[src/rtl/perip_bridge.sv]
// perip_bridge: data-port decoder, DRAM sub-word store merger and
// MMIO block (switch synchronizer, LED register, prescaled timer).
module perip_bridge #(
  parameter int DRAM_AW   = 14,
  parameter int TIMER_DIV = 4,
  parameter int SW_W      = 24
) (
  input  logic               cpu_clk,
  input  logic               cpu_rst_n,
  input  logic [31:0]        perip_addr,
  input  logic               perip_wen,
  input  logic [1:0]         perip_mask,
  input  logic [31:0]        perip_wdata,
  output logic [31:0]        perip_rdata,
  output logic [DRAM_AW-1:0] dram_addr,
  output logic               dram_wen,
  output logic [31:0]        dram_wdata,
  input  logic [31:0]        dram_rdata,
  input  logic [SW_W-1:0]    sw,
  output logic [SW_W-1:0]    led
);

  localparam int PW = (TIMER_DIV > 1) ? $clog2(TIMER_DIV) : 1;
  localparam logic [PW-1:0] PRE_TOP = PW'(TIMER_DIV - 1);

  logic            is_mmio;
  logic [9:0]      woff;
  logic            sel_sw;
  logic            sel_cnt;
  logic            sel_ctrl;
  logic            sel_led;
  logic            mmio_wr;
  logic [SW_W-1:0] sw_meta;
  logic [SW_W-1:0] sw_sync;
  logic [31:0]     cnt;
  logic            en;
  logic [PW-1:0]   pre;
  logic [31:0]     merged;

  assign is_mmio  = perip_addr[31:12] == 20'hFFFFF;
  assign woff     = perip_addr[11:2];
  assign sel_sw   = is_mmio && woff == 10'h000;
  assign sel_cnt  = is_mmio && woff == 10'h008;
  assign sel_ctrl = is_mmio && woff == 10'h009;
  assign sel_led  = is_mmio && woff == 10'h018;
  assign mmio_wr  = is_mmio && perip_wen;

  always_comb begin
    perip_rdata = '0;
    unique case (1'b1)
      !is_mmio: perip_rdata = dram_rdata;
      sel_sw:   perip_rdata = 32'(sw_sync);
      sel_cnt:  perip_rdata = cnt;
      sel_ctrl: perip_rdata = {31'b0, en};
      sel_led:  perip_rdata = 32'(led);
      default:  perip_rdata = '0;
    endcase
  end

  // DRAM is word-write only: sub-word stores merge into the live word
  always_comb begin
    merged = dram_rdata;
    case (perip_mask)
      2'b00:   merged[{perip_addr[1:0], 3'b000} +: 8] = perip_wdata[7:0];
      2'b01:   merged[{perip_addr[1], 4'b0000} +: 16] = perip_wdata[15:0];
      default: merged = perip_wdata;
    endcase
  end

  assign dram_addr  = perip_addr[DRAM_AW+1:2];
  assign dram_wen   = perip_wen && !is_mmio;
  assign dram_wdata = merged;

  always_ff @(posedge cpu_clk or negedge cpu_rst_n) begin
    if (!cpu_rst_n) begin
      sw_meta <= '0;
      sw_sync <= '0;
      led     <= '0;
      cnt     <= '0;
      en      <= 1'b0;
      pre     <= '0;
    end else begin
      sw_meta <= sw;
      sw_sync <= sw_meta;
      if (mmio_wr && sel_led)
        led <= perip_wdata[SW_W-1:0];
      if (mmio_wr && sel_ctrl)
        en <= perip_wdata[0];
      // a count load beats a same-cycle increment
      if (mmio_wr && sel_cnt) begin
        cnt <= perip_wdata;
        pre <= '0;
      end else if (en) begin
        if (pre == PRE_TOP) begin
          pre <= '0;
          cnt <= cnt + 32'd1;
        end else begin
          pre <= pre + PW'(1);
        end
      end
    end
  end

endmodule

[config.mk]
export PLATFORM = sky130hd
export DESIGN_NAME = perip_bridge
export DESIGN_NICKNAME = d
export VERILOG_FILES = /design/src/rtl/perip_bridge.sv
export SDC_FILE = /design/constraint.sdc
export NUM_CORES = 1
export LEC_CHECK = 0
export ABC_CLOCK_PERIOD_IN_PS = 1850
export CORE_MARGIN = 2
export CORE_UTILIZATION = 40
export DETAILED_ROUTE_END_ITERATION = 8
export PLACE_DENSITY = 0.77
export SYNTH_ARGS = -nofsm -noshare
export SYNTH_HDL_FRONTEND = slang
export SYNTH_SLANG_ARGS = --single-unit
[constraint.sdc]
create_clock -name cpu_clk -period 1.85 [get_ports cpu_clk]
set_input_delay 0.2775 -clock cpu_clk [delete_from_list [all_inputs] [get_ports cpu_clk]]
set_output_delay 0.2775 -clock cpu_clk [all_outputs]
set_load 0.01 [all_outputs]
==> run metrics, run 1 <==
status=finished with violations; failing checks=setup timing; # IOs=228; share of cells above drive strength 1=0.4422; dpl ws=-1.144 ns; total CTS buffers=9; TritonCTS clock tree=done; maximum vdd drop=0.5558 mV; DRC Markers=0; Crit-path slowest cell=or4b_4; DRT Pass-1 Iters=7; # setup viols final=110; Pwr per Cell Area=508.9 nW/um^2; Synth Area in Simple Gates=0.1377; WL/cell=23.41 um; area share of fa/ha/maj cells after synthesis=0.01474; XOR/XNOR Fraction of Synth Area=0.04568; final net count=1113; Post-synth ARST share=1.000; clk_skew=0.008198 ns; post-synthesis compound-gate area fraction=0.1221; Non-Filler Instances=1170; Total GRT Usage=0.3342; Mapped Area=5943 sq um; Die Ht=125.9 um; max-slew violations=0; P_leak=5.187 nW; syn avg cell area=9.759 sq um; Antenna Violating Nets Remaining=0; most frequent cells in the layout=clkdlybuf4s50_1, buf_4, dfrtp_1; Iteration-0 DRC Markers=698; Worst Path Buf+Inv=3; Post-synth EDFFs=0; register area share after synthesis=0.4505; Post-Syn Instances=609; CP Capture Type=flop; area grow syn2layout=82.57%; clock insertion delay at the later pin of the skew report=0.36 ns; CP Cell Sequence=buf_6, or4b_4, or3_4, buf_16, or4_4, bufbuf_16, mux2_4; Initial Utilization=0.4089; PortBufs=227; WS Path Type=primary input to flop; critical path fanouts, max=12; FMAX=0.4146 GHz; post-synthesis mux area share=0.1577; die width=125.9 um; Placed Instances=1099; most common cell after layout, fill and taps aside=clkdlybuf4s50_1; Ys Warns=0; slowest cell delay on critical path=0.54 ns; Hold Crit Class=flop to flop; vias in the first global route=7008; Max Cap Viol=0; # clock sinks=107; Hold Worst Slack=0.3503 ns; crit share post-route=1.304; row count=44; final setup margin=-0.5618 ns; routed via count=6742; combinational family with the most area after synthesis=multiplexers; Post-Route Setup TNS=-32.37 ns; DRT Wirelength=27390 um; clock slew at reported path FFs=0.07 ns; GRT overflow=0; Critical Path Start Type=primary input; antenna violations before repair=0; diode count=0; pin count of the biggest net entering global routing=39; Synth Net Count=741; root buffer cell=clkbuf_16; Placeable Area=14530 sq um; R2R Setup Slk=-0.14 ns; post-layout power=5.522 mW; RSZ-0062 raised after global routing=true; top cell type's share of synthesized area=0.4505; delay-heaviest family, CP=simple AND/OR/NAND/NOR gates; Least-Margin Pin Slew=0.5764 ns; Detail Placement HPWL=16320 um; post-synth top area cell=dfrtp_1; Final Hold Viols=0; H-tree depth=3; number of vias per cell=5.762; Worst EP arrival=2.65 ns; Area contributors post-synth=dfrtp_1, mux2i_1, mux2_4; Clock Path Buffers=2; die area=15850 sq um; Synth cell types=43; Seq cells post-synth=107; Routability Congestion=0.8770; Top FF cell, synth=dfrtp_1; first-pass GRT wire length=40590 um; Tmin final=2.412 ns; slew margin rel.=0.6158; critical path required time=2.09 ns
-- report_power, final --
group	switching, mW	internal, mW	total (mW)
Clock	0.944	0.975	1.92
Combinational	0.568	0.633	1.20
Sequential	0.0134	2.39	2.40
-- registers in the layout, indices dropped and copies added, names as in the netlist --
signal   cells
pre          2
en           1
sw_sync     24
sw_meta     24
led         24
cnt         32
-- area by class of cell --
cell class              instances  area (sq um)
inverters                      48         195.2
clock buffers                  11         242.7
flip-flops and latches        107          2678
well taps                     184         230.2
fillers                       973          3684
multi-input cells             409          3628
clock inverters                 5         45.04
repair buffers                406          3831
-- final timing paths --
check,cells past startpoint,start,end
min,0,sw_meta[16]$_DFF_PN0_,sw_sync[16]$_DFF_PN0_
max in group asynchronous,3,cpu_rst_n,sw_meta[2]$_DFF_PN0_
max,7,perip_addr[7],led[7]$_DFFE_PN0P_
max reg2reg,7,pre[0]$_DFFE_PN0P_,cnt[31]$_DFFE_PN0P_
min reg2reg,0,sw_meta[16]$_DFF_PN0_,sw_sync[16]$_DFF_PN0_
min in group asynchronous,2,cpu_rst_n,sw_meta[18]$_DFF_PN0_
-- per-layer routing --
metal  track usage  wire, um  vias up  part of all wire
met5             0         0        -                 0
met1        0.4129      9849     3302              0.36
met4        0.1765      1611        0             0.059
met2        0.5497     13140      451              0.48
li1              -         -     2885                 -
met3       0.07179      2782      104              0.10
-- synth_stat cells, types with 2 or more instances --
cell type	number
dfrtp_1	107
nor2_1	67
mux2i_1	58
inv_1	48
nand2_1	40
o21ai_0	40
a21oi_1	36
clkbuf_1	23
mux2_4	20
nand4_1	17
xnor2_1	17
a222oi_1	16
buf_4	14
xor2_1	14
nor3_1	11
nor4_1	9
a22o_1	8
a22oi_1	8
nand3_1	8
ha_1	7
mux2_2	5
buf_1	4
buf_6	3
or3_1	3
a31oi_1	2
and2_1	2
and4_1	2
nor4b_1	2
or2_2	2
or4_1	2
or4_4	2
-- per-stage QoR --
stage / area [sq um] / util
after floorplan: 5981 / -
after global placement: 9251 / 0.6365
after detailed placement: 9251 / 0.6365
after CTS: 10550 / 0.7259
after global routing: 10850 / 0.7466
final: 10850 / 0.7466
-- cell families (layout without fill, tap and decap cells) --
group | after synthesis | in the layout
compound gates | 115 | 115
xor+xnor | 31 | 31
fa+ha+maj | 7 | 7
buf+inv | 93 | 470
flops | 107 | 107
mux | 83 | 83
simple gates | 173 | 173
-- timing repair --
item | CTS | global route
setup endpoints to repair | 124 | 122
pin swaps | 54 | 35
resized for setup | 512 | 93
hold endpoints to repair | 35 | 0
hold buffers | 1 | 0
buffers inserted | 40 | 16
gates cloned | 15 | 0
Note: power is estimated with default switching activity, not from simulation.
==> inputs of run 2 (changes only) <==
--- a/config.mk
+++ b/config.mk
@@ -6,6 +6,7 @@
 export NUM_CORES = 1
 export LEC_CHECK = 0
 export ABC_CLOCK_PERIOD_IN_PS = 1850
+export CORE_ASPECT_RATIO = 2
 export CORE_MARGIN = 2
 export CORE_UTILIZATION = 40
 export DETAILED_ROUTE_END_ITERATION = 8
==> run 2 against run 1 <==
The run still ends with setup timing left. Count of clock-buffer cells in the layout shrank 1. Largest power group unchanged. Critical endpoint is now led[14]$_DFFE_PN0P_. Setup slack gained 0.036 ns. Clock skew grew 0.0026 ns.
==> run metrics, run 2 (synthesis gave the netlist of run 1 again) <==
Crit-path slowest cell=or4_4; die area=15910 sq um (+0.37%); Worst EP arrival=2.62 ns (-0.03 ns); row count=63 (+43%); DRT Wirelength=28020 um (+2.3%); Max Cap Viol=0 (unchanged); CP Capture Type=flop; CP most frequent cell=or4_4; WL/cell=24.09 um (+2.9%); total CTS buffers=9 (unchanged); FF/Latch Area=2678 sq um (unchanged); pin count of the biggest net entering global routing=38 (-2.6%); clock slew at reported path FFs=0.07 ns (about the same); dpl ws=-1.189 ns (-0.04420 ns); Post-Route Setup TNS=-39.88 ns (-7.509 ns); # clock sinks=107 (unchanged); H-tree depth=3 (unchanged); max-slew violations=0 (unchanged); failing checks=setup timing; most frequent cells in the layout=clkdlybuf4s50_1, dfrtp_1, buf_4; Non-Filler Instances=1163 (-0.60%); Antenna Violating Nets Remaining=0 (unchanged); delay-heaviest family, CP=simple AND/OR/NAND/NOR gates; Clock Path Buffers=2 (unchanged); multi-input combinational cell area=3795 sq um (+4.6%); antenna violations before repair=0 (unchanged); Die Ht=176.4 um (+40%); slowest cell delay on critical path=0.56 ns (+0.02 ns); Routability Congestion=0.9155 (+4.4%); crit share post-route=1.284 (-0.01945); Largest Register=cnt; Hold Worst Slack=0.3500 ns (-0.0003230 ns); RSZ-0062 raised after global routing=true; Final Hold Viols=0 (unchanged); max FFs per register=32 (unchanged); first-pass GRT wire length=39410 um (-2.9%); die width=90.19 um (-28%); final setup margin=-0.5258 ns (+0.03598 ns); P_leak=5.096 nW (-1.8%); Core Util, Final=0.7381 (-0.008461); # setup viols final=117 (+6.4%); critical path required time=2.09 ns (about the same); clk_skew=0.01081 ns (+0.002613 ns); final net count=1095 (-1.6%); area grow syn2layout=82.08%; vias in the first global route=6987 (-0.30%); slew margin rel.=0.6421 (+0.02636); share of cells above drive strength 1=0.4483 (+0.006156); Placeable Area=14660 sq um (+0.88%); DRT Pass-1 Iters=7 (unchanged); number of vias per cell=5.837 (+1.3%); Tmin final=2.376 ns (-0.03598 ns); Hold Crit Class=flop to flop; # IOs=228 (unchanged); CP Cell Sequence=buf_6, or4_4, or3_4, buf_16, or4_4, buf_12, mux2_4; Worst Path Buf+Inv=3 (unchanged); WS Path Type=primary input to flop; Placed Instances=1101 (+0.18%); Layout fillers=972 (-0.10%); DRC Markers=0 (unchanged); Pwr per Cell Area=509.4 nW/um^2 (about the same); GRT overflow=0 (unchanged); diode count=0 (unchanged); Least-Margin Pin Slew=0.5368 ns (-0.03954 ns); status=finished with violations; most common cell after layout, fill and taps aside=clkdlybuf4s50_1; Iteration-0 DRC Markers=705 (+1.0%); Critical Path Start Type=primary input; clock insertion delay at the later pin of the skew report=0.36 ns (about the same); PortBufs=227 (unchanged); Total GRT Usage=0.3230 (-0.01116); root buffer cell=clkbuf_16; Initial Utilization=0.4054 (-0.003559); critical path fanouts, max=16 (+4); TritonCTS clock tree=done; Detail Placement HPWL=16050 um (-1.6%); FMAX=0.4209 GHz (+1.5%); routed via count=6788 (+0.68%); maximum vdd drop=0.5343 mV (-3.9%)
[run 2: cell type report]
class	count	share of cell area
Multi-Input combinational cell	409	0.3507
Clock buffer	10	0.02116
Clock inverter	6	0.005319
Timing Repair Buffer	388	0.3348
Inverter	48	0.01804
Tap cell	195	0.02255
Sequential cell	107	0.2474
[run 2: worst paths after layout]
check | start | end | slack (ns) | cells past startpoint
hold reg to reg | sw_meta[16]$_DFF_PN0_ | sw_sync[16]$_DFF_PN0_ | 0.35 | 0
max in group asynchronous | cpu_rst_n | sw_sync[6]$_DFF_PN0_ | 0.80 | 3
hold / removal | sw_meta[16]$_DFF_PN0_ | sw_sync[16]$_DFF_PN0_ | 0.35 | 0
min in group asynchronous | cpu_rst_n | cnt[23]$_DFFE_PN0P_ | 0.44 | 2
setup reg to reg | pre[0]$_DFFE_PN0P_ | cnt[31]$_DFFE_PN0P_ | -0.41 | 6
setup / recovery | perip_addr[9] | led[14]$_DFFE_PN0P_ | -0.53 | 7
[run 2: where the power goes]
part	internal [mW]	total (mW)	switching (mW)
Combinational	0.613	1.21	0.598
Clock	0.947	1.90	0.950
Sequential	2.39	2.40	0.0151
[run 2: metal layers]
| layer | wire [um] | part of all wire | track usage | up-vias |
|---|---|---|---|---|
| li1 | - | - | - | 2851 |
| met1 | 9509 | 0.34 | 0.3567 | 3270 |
| met2 | 13660 | 0.49 | 0.5435 | 525 |
| met3 | 2766 | 0.099 | 0.08237 | 142 |
| met4 | 2085 | 0.074 | 0.2199 | 0 |
| met5 | 0 | 0 | 0 | - |
[run 2: repair_timing]
action / CTS / global route
gates cloned: 11 / 4
resized for setup: 483 / 158
hold buffers: 1 / 0
setup endpoints to repair: 122 / 120
hold endpoints to repair: 35 / 0
buffers inserted: 26 / 15
pin swaps: 62 / 55
[run 2: stage by stage]
step           total power [mW]  cell area [sq um]
2_1_floorplan             2.759               5981
3_3_place_gp              3.554               9204
3_5_place_dp              3.563               9204
4_1_cts                   5.408              10250
5_1_grt                   5.689              10820
6_report                  5.513              10820
